$ cat src/rtl/rv32_pipeline_pkg.sv
// Shared definitions for the RV32IM pipeline front end: word size,
// reset/bubble constants, the fetch state encoding and a small address helper.
package rv32_pipeline_pkg;

  localparam int XLEN = 32;

  // PC loaded on reset
  localparam logic [XLEN-1:0] DEFAULT_RESET_PC  = 32'h0000_0000;

  // ADDI x0,x0,0: the bubble placed in IF/ID on flushes and empty slots
  localparam logic [XLEN-1:0] DEFAULT_NOP_INSTR = 32'h0000_0013;

  // START: one idle cycle after reset
  // FETCH: request the word at PC
  // HOLD : a word was accepted under stall and is parked in the hold buffer
  // DRAIN: a redirect arrived mid-access; finish it and throw the word away
  typedef enum logic [1:0] {
    START = 2'd0,
    FETCH = 2'd1,
    HOLD  = 2'd2,
    DRAIN = 2'd3
  } fetch_state_e;

  // Instructions are word aligned, so redirect targets drop their low two bits
  function automatic logic [XLEN-1:0] wordAlign(input logic [XLEN-1:0] addr);
    return addr & {{(XLEN-2){1'b1}}, 2'b00};
  endfunction

endpackage

$ cat src/rtl/if_id_register.sv
// IF/ID pipeline register. Flush beats hold, hold beats load, and a cycle
// with none of them leaves a bubble (NOP, not valid) with the PC fields kept.
module if_id_register
  import rv32_pipeline_pkg::*;
#(
  parameter logic [XLEN-1:0] NOP_INSTR = DEFAULT_NOP_INSTR
) (
  input  logic            clk_i,
  input  logic            rst_i,
  input  logic            load_i,
  input  logic            flush_i,
  input  logic            hold_i,
  input  logic [XLEN-1:0] instr_i,
  input  logic [XLEN-1:0] pc_i,
  input  logic [XLEN-1:0] pcPlus4_i,
  output logic [XLEN-1:0] instr_o,
  output logic [XLEN-1:0] pc_o,
  output logic [XLEN-1:0] pcPlus4_o,
  output logic            valid_o
);

  logic [XLEN-1:0] instr_q;
  logic [XLEN-1:0] pc_q;
  logic [XLEN-1:0] pcPlus4_q;
  logic            valid_q;

  // Update the decode-stage slot according to flush/hold/load priority
  always_ff @(posedge clk_i or posedge rst_i) begin
    if (rst_i) begin
      instr_q   <= NOP_INSTR;
      pc_q      <= '0;
      pcPlus4_q <= '0;
      valid_q   <= 1'b0;
    end else if (flush_i) begin
      instr_q <= NOP_INSTR;
      valid_q <= 1'b0;
    end else if (hold_i) begin
      instr_q   <= instr_q;
      pc_q      <= pc_q;
      pcPlus4_q <= pcPlus4_q;
      valid_q   <= valid_q;
    end else if (load_i) begin
      instr_q   <= instr_i;
      pc_q      <= pc_i;
      pcPlus4_q <= pcPlus4_i;
      valid_q   <= 1'b1;
    end else begin
      instr_q <= NOP_INSTR;
      valid_q <= 1'b0;
    end
  end

  assign instr_o   = instr_q;
  assign pc_o      = pc_q;
  assign pcPlus4_o = pcPlus4_q;
  assign valid_o   = valid_q;

endmodule

$ cat src/rtl/instruction_fetch_unit.sv
// Instruction fetch stage: owns the PC, runs the READ/BUSYWAIT handshake with
// instruction memory, parks words accepted during a stall, drains accesses
// interrupted by a redirect, and feeds the IF/ID register.
module instruction_fetch_unit
  import rv32_pipeline_pkg::*;
#(
  parameter logic [XLEN-1:0] RESET_PC  = DEFAULT_RESET_PC,
  parameter logic [XLEN-1:0] NOP_INSTR = DEFAULT_NOP_INSTR
) (
  input  logic            CLK,
  input  logic            RESET,
  input  logic            STALL,
  input  logic            BRANCH_TAKEN,
  input  logic [XLEN-1:0] BRANCH_TARGET,
  output logic [XLEN-1:0] IMEM_ADDR,
  output logic            IMEM_READ,
  input  logic            IMEM_BUSYWAIT,
  input  logic [XLEN-1:0] IMEM_READDATA,
  output logic [XLEN-1:0] INSTRUCTION,
  output logic [XLEN-1:0] PC_OUT,
  output logic [XLEN-1:0] PC_PLUS4_OUT,
  output logic            VALID_OUT
);

  fetch_state_e    state_q, state_d;
  logic [XLEN-1:0] pc_q, pc_d;
  logic [XLEN-1:0] holdData_q, holdData_d;
  logic            holdValid_q, holdValid_d;
  logic [XLEN-1:0] redirectPc_q, redirectPc_d;

  logic [XLEN-1:0] pcPlus4;
  logic [XLEN-1:0] branchTarget;
  logic            accept;

  logic            ifidLoad;
  logic            ifidFlush;
  logic            ifidHold;
  logic [XLEN-1:0] ifidInstr;

  // The address only moves on accepts or redirects, so it stays put while busy.
  // The read request comes straight from the state, so reset drops it at once.
  assign IMEM_READ    = (state_q == FETCH) || (state_q == DRAIN);
  assign IMEM_ADDR    = pc_q;
  assign accept       = IMEM_READ && !IMEM_BUSYWAIT;
  assign pcPlus4      = pc_q + XLEN'(4);
  assign branchTarget = wordAlign(BRANCH_TARGET);

  // Next-state, PC, hold-buffer and IF/ID control; a redirect overrides everything
  always_comb begin
    state_d      = state_q;
    pc_d         = pc_q;
    holdData_d   = holdData_q;
    holdValid_d  = holdValid_q;
    redirectPc_d = redirectPc_q;
    ifidLoad     = 1'b0;
    ifidFlush    = 1'b0;
    ifidHold     = STALL;
    ifidInstr    = IMEM_READDATA;

    if (BRANCH_TAKEN) begin
      ifidFlush   = 1'b1;
      holdValid_d = 1'b0;
      if (IMEM_READ && IMEM_BUSYWAIT) begin
        redirectPc_d = branchTarget;
        state_d      = DRAIN;
      end else begin
        pc_d    = branchTarget;
        state_d = FETCH;
      end
    end else begin
      case (state_q)
        START: begin
          ifidHold = 1'b1;
          state_d  = FETCH;
        end
        FETCH: begin
          if (accept) begin
            if (STALL) begin
              holdData_d  = IMEM_READDATA;
              holdValid_d = 1'b1;
              state_d     = HOLD;
            end else begin
              ifidLoad = 1'b1;
              pc_d     = pcPlus4;
            end
          end
        end
        HOLD: begin
          if (!STALL) begin
            ifidLoad    = holdValid_q;
            ifidInstr   = holdData_q;
            holdValid_d = 1'b0;
            pc_d        = pcPlus4;
            state_d     = FETCH;
          end
        end
        DRAIN: begin
          if (accept) begin
            pc_d    = redirectPc_q;
            state_d = FETCH;
          end
        end
        default: begin
          state_d = START;
        end
      endcase
    end
  end

  // Fetch-side state registers, cleared asynchronously so an access is abandoned
  always_ff @(posedge CLK or posedge RESET) begin
    if (RESET) begin
      state_q      <= START;
      pc_q         <= RESET_PC;
      holdData_q   <= '0;
      holdValid_q  <= 1'b0;
      redirectPc_q <= '0;
    end else begin
      state_q      <= state_d;
      pc_q         <= pc_d;
      holdData_q   <= holdData_d;
      holdValid_q  <= holdValid_d;
      redirectPc_q <= redirectPc_d;
    end
  end

  if_id_register #(
    .NOP_INSTR (NOP_INSTR)
  ) u_ifIdRegister (
    .clk_i     (CLK),
    .rst_i     (RESET),
    .load_i    (ifidLoad),
    .flush_i   (ifidFlush),
    .hold_i    (ifidHold),
    .instr_i   (ifidInstr),
    .pc_i      (pc_q),
    .pcPlus4_i (pcPlus4),
    .instr_o   (INSTRUCTION),
    .pc_o      (PC_OUT),
    .pcPlus4_o (PC_PLUS4_OUT),
    .valid_o   (VALID_OUT)
  );

endmodule

$ cat config.mk
export PLATFORM = sky130hd
export DESIGN_NAME = instruction_fetch_unit
export DESIGN_NICKNAME = d
export VERILOG_FILES = /design/src/rtl/rv32_pipeline_pkg.sv /design/src/rtl/if_id_register.sv /design/src/rtl/instruction_fetch_unit.sv
export SDC_FILE = /design/constraint.sdc
export NUM_CORES = 1
export LEC_CHECK = 0
export CAP_MARGIN = 10
export CORE_MARGIN = 2
export CORE_UTILIZATION = 37
export CTS_CLUSTER_DIAMETER = 150
export CTS_CLUSTER_SIZE = 16
export DETAILED_ROUTE_END_ITERATION = 8
export GPL_TIMING_DRIVEN = 0
export PLACE_DENSITY_LB_ADDON = 0.2
export SETUP_SLACK_MARGIN = 0.5
export SYNTH_ARGS = -nofsm -noshare
export SYNTH_HDL_FRONTEND = slang
export SYNTH_HIERARCHICAL = 1
export SYNTH_SLANG_ARGS = --single-unit
$ cat constraint.sdc
create_clock -name CLK -period 8.01 [get_ports CLK]
set_input_delay 1.2015 -clock CLK [delete_from_list [all_inputs] [get_ports CLK]]
set_output_delay 1.2015 -clock CLK [all_outputs]
set_load 0.02 [all_outputs]
==> results of run 1 <==
stage by stage:
step | worst slack [ns] | area [um2] | power (mW) | utilization [%] | instances
6_report | 4.317 | 12610 | 4.288 | 49.79 | 1353
5_1_grt | 4.065 | 12610 | 4.537 | 49.79 | 1353
4_1_cts | 4.340 | 12610 | 4.338 | 49.78 | 1352
3_5_place_dp | 3.884 | 12000 | 3.433 | 47.39 | 1320
3_3_place_gp | 2.389 | 11940 | 3.394 | 47.15 | 1318
2_1_floorplan | 4.280 | 9607 | 2.673 | - | 796
registers in the layout (all words and copies together), names as in the netlist:
signal	count
holdValid_q	1
holdData_q	32
redirectPc_q	30
IMEM_ADDR	30
u_ifIdRegister/pcPlus4_o	32
state_q	2
u_ifIdRegister/instr_o	32
u_ifIdRegister/pc_o	32
u_ifIdRegister/valid_o	1
final cells by class:
cell class,instances,area [um2],area share [%]
diodes,1,2.502,0.01984
flip-flops and latches,192,4808,38.13
plain buffers,59,426.7,3.383
inverters,12,50.05,0.3969
clock inverters,12,150.1,1.191
well taps,330,412.9,3.274
clock buffers,20,456.7,3.621
multi-input cells,533,4327,34.31
repair buffers,194,1977,15.68
metal layers:
layer	share of wire [%]	wire, um	vias up	GRT usage, %
met3	6.9	1793	30	5.701
met4	1.9	485	4	6.285
met2	46	12030	210	31.29
met1	45	11560	3441	25.90
li1	-	-	3279	-
met5	0.093	24	-	0
how the worst min path moves through the flow:
stage,startpoint,endpoint,slack [ns],cells past startpoint
global placement,u_ifIdRegister/pc_o[1]$_DFFE_PP0P_,u_ifIdRegister/pc_o[1]$_DFFE_PP0P_,0.47,1
detailed placement,u_ifIdRegister/pc_o[4]$_DFFE_PP0P_,u_ifIdRegister/pc_o[4]$_DFFE_PP0P_,0.48,1
finish,u_ifIdRegister/pc_o[1]$_DFFE_PP0P_,u_ifIdRegister/pc_o[1]$_DFFE_PP0P_,0.49,1
CTS,u_ifIdRegister/pc_o[1]$_DFFE_PP0P_,u_ifIdRegister/pc_o[1]$_DFFE_PP0P_,0.50,1
global route,redirectPc_q[7]$_DFFE_PP0P_,redirectPc_q[7]$_DFFE_PP0P_,0.51,1
floorplan,redirectPc_q[5]$_DFFE_PP0P_,redirectPc_q[5]$_DFFE_PP0P_,0.47,1
synthesized netlist by cell type, types with 5 or more instances:
master / count / area, um2
a21oi_1: 55 / 275.3
a221oi_1: 5 / 43.79
a2bb2oi_1: 5 / 43.79
and2_1: 5 / 31.28
and3_1: 6 / 37.54
buf_12: 6 / 120.1
buf_2: 16 / 80.08
buf_4: 5 / 37.54
buf_6: 5 / 56.30
clkbuf_1: 22 / 82.58
dfrtp_1: 189 / 4730
ha_1: 5 / 62.56
inv_1: 12 / 45.04
mux2_1: 8 / 90.09
mux2_2: 90 / 1013
mux2_4: 60 / 900.9
mux2i_1: 7 / 70.07
nand2_1: 56 / 210.2
nand2b_1: 5 / 31.28
nand3_1: 20 / 100.1
nand3b_1: 29 / 217.7
nand4_1: 10 / 62.56
nor2_1: 27 / 101.4
nor2b_1: 5 / 31.28
nor3_1: 8 / 40.04
o21ai_0: 19 / 95.09
o21bai_1: 5 / 37.54
o22a_1: 5 / 43.79
o22ai_1: 12 / 75.07
xnor2_1: 20 / 175.2
xor2_1: 8 / 70.07
where the power goes:
part | internal, mW | leakage [nW] | total (mW) | switching [mW]
Sequential | 1.34 | 2.39 | 1.65 | 0.317
Combinational | 0.937 | 2.50 | 1.75 | 0.810
Clock | 0.486 | 0.285 | 0.887 | 0.402
critical path: cells and delay by family:
family | cells | cell delay (ns)
AOI/OAI and AO/OA | 1 | 0.07
buffers and inverters | 3 | 0.95
muxes | 1 | 0.31
and+or+nand+nor | 3 | 1.46
logic make-up (layout without fill, tap and decap cells):
family                   after synthesis  count (layout)
flip-flops                           192             192
AND/OR/NAND/NOR                      192             192
multiplexers                         165             165
AO/OA/AOI/OAI                        137             137
buffers and inverters                 71             297
XOR/XNOR                              28              28
adder cells (fa/ha/maj)                5               5
other                                  1               7
==> run metrics, run 1 <==
Worst R2R Setup Slack=4.77 ns; Post-CTS Resized=0; commonest non-fill, non-tap cell in the layout=clkdlybuf4s50_1; Antenna Nets Post-Route=0; Startpoint Class=input pin; commonest cells after routing, fill and taps aside=clkdlybuf4s50_1 (192), dfrtp_1 (189), mux2_2 (90); antenna violations before repair=3; area of the mapped netlist=9588 um2; CTS tree=done; Arr. time, crit path=4.01 ns; crit path kind=in2reg; Critical Path Slowest Stage Cell=nor4b_1; clock latency on the worst-skew pair=0.43 ns; Max Cap Viol=0; fraction of registers with async set/reset=100.0%; 1st-iter DRT viols=458; total CTS buffers=17; Post-Synth XOR/XNOR Area=2.558%; Cells after Synth=791; FILL cells=2278; Area Overhead vs Synth=31.53%; P per Cell Area=340.0 nW/um2; Clock Skew=0.01445 ns; hold slack=0.4921 ns; status=completed; Clock Pin Slew Worst Setup and Hold Paths=0.08 ns; Max VDD drop=156.2 uV; Post-Syn Area per Cell=12.12 um2; hold_buf cts=0; prevailing post-synth register cell=dfrtp_1; RSZ-0062 raised after global routing=false; Avg WL per Cell=19.14 um; Core Area=25330 um2; Total Nets Final=1083; part of the cycle the worst path needs=46.10%; Starting Density=37.86%; Synth Area in Adders=0.6525%; global placer's final weighted congestion=0.8442; # Post-CTS Setup Buffers=0; DIE AREA=27220 um2; Ports=199; overall routing resource usage=19.68%; PortBufs=192; HPWL reported at the end of detailed placement=18620 um; first-pass GRT wire length=41150 um; Compound-Gate Fraction of Synth Area=9.096%; Worst R2R Path Depth=9; clock buffer depth=2; #FFs+latches synth=192; worst-path cell chain=clkdlybuf4s50_1 -> nor2b_1 -> a21oi_1 -> nor4b_1 -> nor3b_2 -> buf_6 -> buf_12 -> mux2_4; vias in the first global route=7174; worst reg2reg path startpoint=state_q[1]$_DFFE_PP0P_; chip width=165.0 um; register area share after synthesis=50.15%; Lkg Pwr=5.172 nW; final WL=25900 um; H-tree depth=4; Worst setup EP type=flop; Post-synth EDFFs=0; largest net degree at the start of global routing=52; Slew headroom=25.51%; FF-to-FF End=u_ifIdRegister/pcPlus4_o[30]$_DFFE_PP0P_; share of layout cells above drive strength 1=23.09%; slew of the pin with the lowest slew margin=1.102 ns; Yosys cell types=65; Yosys Warn Count=6; endpoints failing setup=0; CP startpoint=IMEM_BUSYWAIT; Sink Count=192; Final Critical Period=3.693 ns; CP max FO=10; Post-Route Setup TNS=0 ns; Post-route DRC=0; CP max stage delay=0.90 ns; simple-gate share of the synthesized area=10.95%; row cnt=58; Worst Path Required=8.32 ns; Final Hold Vio Count=0; Overflow after GRT=0; worst min path class=reg2reg; Via Count=6964; largest family of logic cells by synthesized area=multiplexers; CTS root buf=clkbuf_16; Setup crit end=u_ifIdRegister/pcPlus4_o[30]$_DFFE_PP0P_; drt pass-1 iters=5; Vias/cell=5.147; Peak Freq=270.8 MHz; Die H=165.0 um; post-synthesis mux area share=21.64%; Max Transition Viols Final=0
Note: power is estimated with default switching activity, not from simulation.
==> run 2, diff against run 1 <==
clock period = 3.2 ns   (was 8.01 ns; I/O delays follow)
==> run 2 against run 1 <==
  * Count of clock-buffer cells in the layout down 1
  * Sequential share of layout area is 0.56 points lower
  * Global-route usage grew 0.063 points
  * Cell count increased by 0.52%
  * Setup slack got worse by 3.7 ns
  * Clock power rose to 2.9 times the previous value
  * Largest cell class unchanged
  * Largest power group unchanged
==> run metrics, run 2 (synthesis results as in run 1) <==
placement-stage worst setup slack=-0.1315 ns (was 3.884 ns); Startpoint Class=flop (was input pin); antenna violations before repair=4 (was 3); PortBufs=192 (unchanged); Overflow after GRT=0 (unchanged); Final Hold Vio Count=0 (unchanged); Max VDD drop=439.0 uV (was 156.2 uV); CP max FO=10 (unchanged); Worst setup EP type=flop (unchanged); 1st-iter DRT viols=411 (was 458); final WL=26280 um (was 25900 um); Hold Crit Start=BRANCH_TAKEN (was u_ifIdRegister/pc_o[1]$_DFFE_PP0P_); total CTS buffers=17 (unchanged); Total Nets Final=1090 (was 1083); RSZ-0062 raised after global routing=false (unchanged); DIE AREA=27220 um2 (unchanged); FF-to-FF End=u_ifIdRegister/pcPlus4_o[18]$_DFFE_PP0P_ (was u_ifIdRegister/pcPlus4_o[30]$_DFFE_PP0P_); Post-route DRC=0 (unchanged); Lkg Pwr=5.274 nW (was 5.172 nW); Post-DP Area=12030 um2 (was 12000 um2); Ports=199 (unchanged); global placer's final weighted congestion=0.8278 (was 0.8442); Avg WL per Cell=19.33 um (was 19.14 um); Area Overhead vs Synth=33.49% (was 31.53%); commonest non-fill, non-tap cell in the layout=clkdlybuf4s50_1 (unchanged); vias in the first global route=7089 (was 7174); power consumption=11.07 mW (was 4.288 mW); crit path kind=reg2reg (was in2reg); status=completed (unchanged); Vias/cell=5.151 (was 5.147); worst reg2reg path startpoint=state_q[1]$_DFFE_PP0P_ (unchanged); Slew headroom=42.98% (was 25.51%); Final Critical Period=2.571 ns; hold path cells=2 (was 1); hold slack=0.3008 ns (was 0.4921 ns); clock latency on the worst-skew pair=0.43 ns (about the same); Die H=165.0 um (unchanged); P per Cell Area=865.0 nW/um2 (was 340.0 nW/um2); clock buffer depth=2 (unchanged); part of the cycle the worst path needs=80.33%; final worst setup slack=0.6295 ns (was 4.317 ns); H-tree depth=4 (unchanged); Peak Freq=389.0 MHz; worst min path class=in2reg (was reg2reg); Finished Cell Area=12800 um2 (was 12610 um2); Arr. time, crit path=2.89 ns (was 4.01 ns); first-pass GRT wire length=41090 um (was 41150 um); Max Transition Viols Final=0 (unchanged); Worst Path Required=3.52 ns (was 8.32 ns); Worst R2R Setup Slack=0.63 ns (was 4.77 ns); Antenna Nets Post-Route=0 (unchanged); slew of the pin with the lowest slew margin=0.8534 ns (was 1.102 ns); endpoints failing setup=0 (unchanged); overall routing resource usage=19.74% (was 19.68%); Sink Count=192 (unchanged); HPWL reported at the end of detailed placement=18840 um (was 18620 um); commonest cells after routing, fill and taps aside=clkdlybuf4s50_1 (192), dfrtp_1 (189), mux2_2 (90) (unchanged); CTS tree=done (unchanged); drt pass-1 iters=5 (unchanged); Hold Path End=u_ifIdRegister/instr_o[1]$_DFFE_PP1P_ (was u_ifIdRegister/pc_o[1]$_DFFE_PP0P_); CTS root buf=clkbuf_16 (unchanged); Worst R2R Path Depth=9 (unchanged); Clock Skew=0.01314 ns (was 0.01445 ns); hold_buf cts=0 (unchanged); FILL cells=2272 (was 2278); Via Count=7005 (was 6964); Starting Density=37.86% (unchanged); share of layout cells above drive strength 1=24.10% (was 23.09%); chip width=165.0 um (unchanged); Clock Pin Slew Worst Setup and Hold Paths=0.07 ns (was 0.08 ns); Max Cap Viol=0 (unchanged); Core Area=25330 um2 (unchanged); row cnt=58 (unchanged); largest net degree at the start of global routing=40 (was 52)
-- run 2: area by class of cell --
class                           count  area [um2]  share of cell area (%)
Clock inverter                     13       244.0                   1.906
Antenna cell                        1       2.502                 0.01955
Timing Repair Buffer              201        2037                   15.92
Buffer                             59       430.4                   3.363
Tap cell                          330       412.9                   3.226
Multi-Input combinational cell    533        4358                   34.05
Inverter                           12       52.55                  0.4106
Clock buffer                       19       452.9                   3.539
Sequential cell                   192        4808                   37.57
-- run 2: per-layer routing --
| metal | vias up | global-route usage [%] | part of all wire, % |
|---|---|---|---|
| met2 | 189 | 32.41 | 47 |
| met5 | - | 0 | 0.11 |
| met4 | 4 | 5.692 | 1.7 |
| met1 | 3493 | 25.85 | 44 |
| met3 | 31 | 4.972 | 6.3 |
| li1 | 3288 | - | - |
-- run 2: worst max path at each step --
stage                            from                                  endpoint  slack (ns)
2_1_floorplan            BRANCH_TAKEN   u_ifIdRegister/pcPlus4_o[0]$_DFFE_PP0P_        0.65
3_3_place_gp            IMEM_BUSYWAIT   u_ifIdRegister/pcPlus4_o[5]$_DFFE_PP0P_       -0.16
3_5_place_dp            IMEM_BUSYWAIT  u_ifIdRegister/pcPlus4_o[11]$_DFFE_PP0P_       -0.13
4_1_cts        state_q[1]$_DFFE_PP0P_   u_ifIdRegister/pcPlus4_o[5]$_DFFE_PP0P_        0.53
5_1_grt        state_q[1]$_DFFE_PP0P_  u_ifIdRegister/pcPlus4_o[16]$_DFFE_PP0P_        0.51
6_report       state_q[1]$_DFFE_PP0P_  u_ifIdRegister/pcPlus4_o[18]$_DFFE_PP0P_        0.63
-- run 2: worst max-delay path, stage by stage (launching register included) --
cell and delay (ns):
dfrtp_1 0.43, inv_1 0.10, ha_2 0.24, nor2b_2 0.19, a21oi_1 0.08, nor4b_4 0.35
nor3b_4 0.33, buf_2 0.28, buf_12 0.18, mux2_4 0.30
-- run 2: stage by stage --
stage | utilization [%] | instances | TNS [ns]
4_1_cts | 50.31 | 1354 | 0
3_5_place_dp | 47.50 | 1322 | -7.287
3_3_place_gp | 47.18 | 1318 | -9.233
6_report | 50.53 | 1360 | 0
5_1_grt | 50.53 | 1360 | 0
2_1_floorplan | - | 796 | 0
-- run 2: power by group --
part	internal, mW	switching [mW]	leakage (nW)
Sequential	3.35	0.800	2.39
Combinational	2.36	2.04	2.55
Clock	1.53	0.999	0.341
Total	7.24	3.83	5.27
-- run 2: timing repair --
| action | in CTS | in global routing |
|---|---|---|
| cloned | 0 | 1 |
| endpoints found under the setup margin | 94 | 82 |
| pin swaps | 0 | 1 |
| gates resized for setup | 2 | 5 |
| buffers inserted | 0 | 4 |
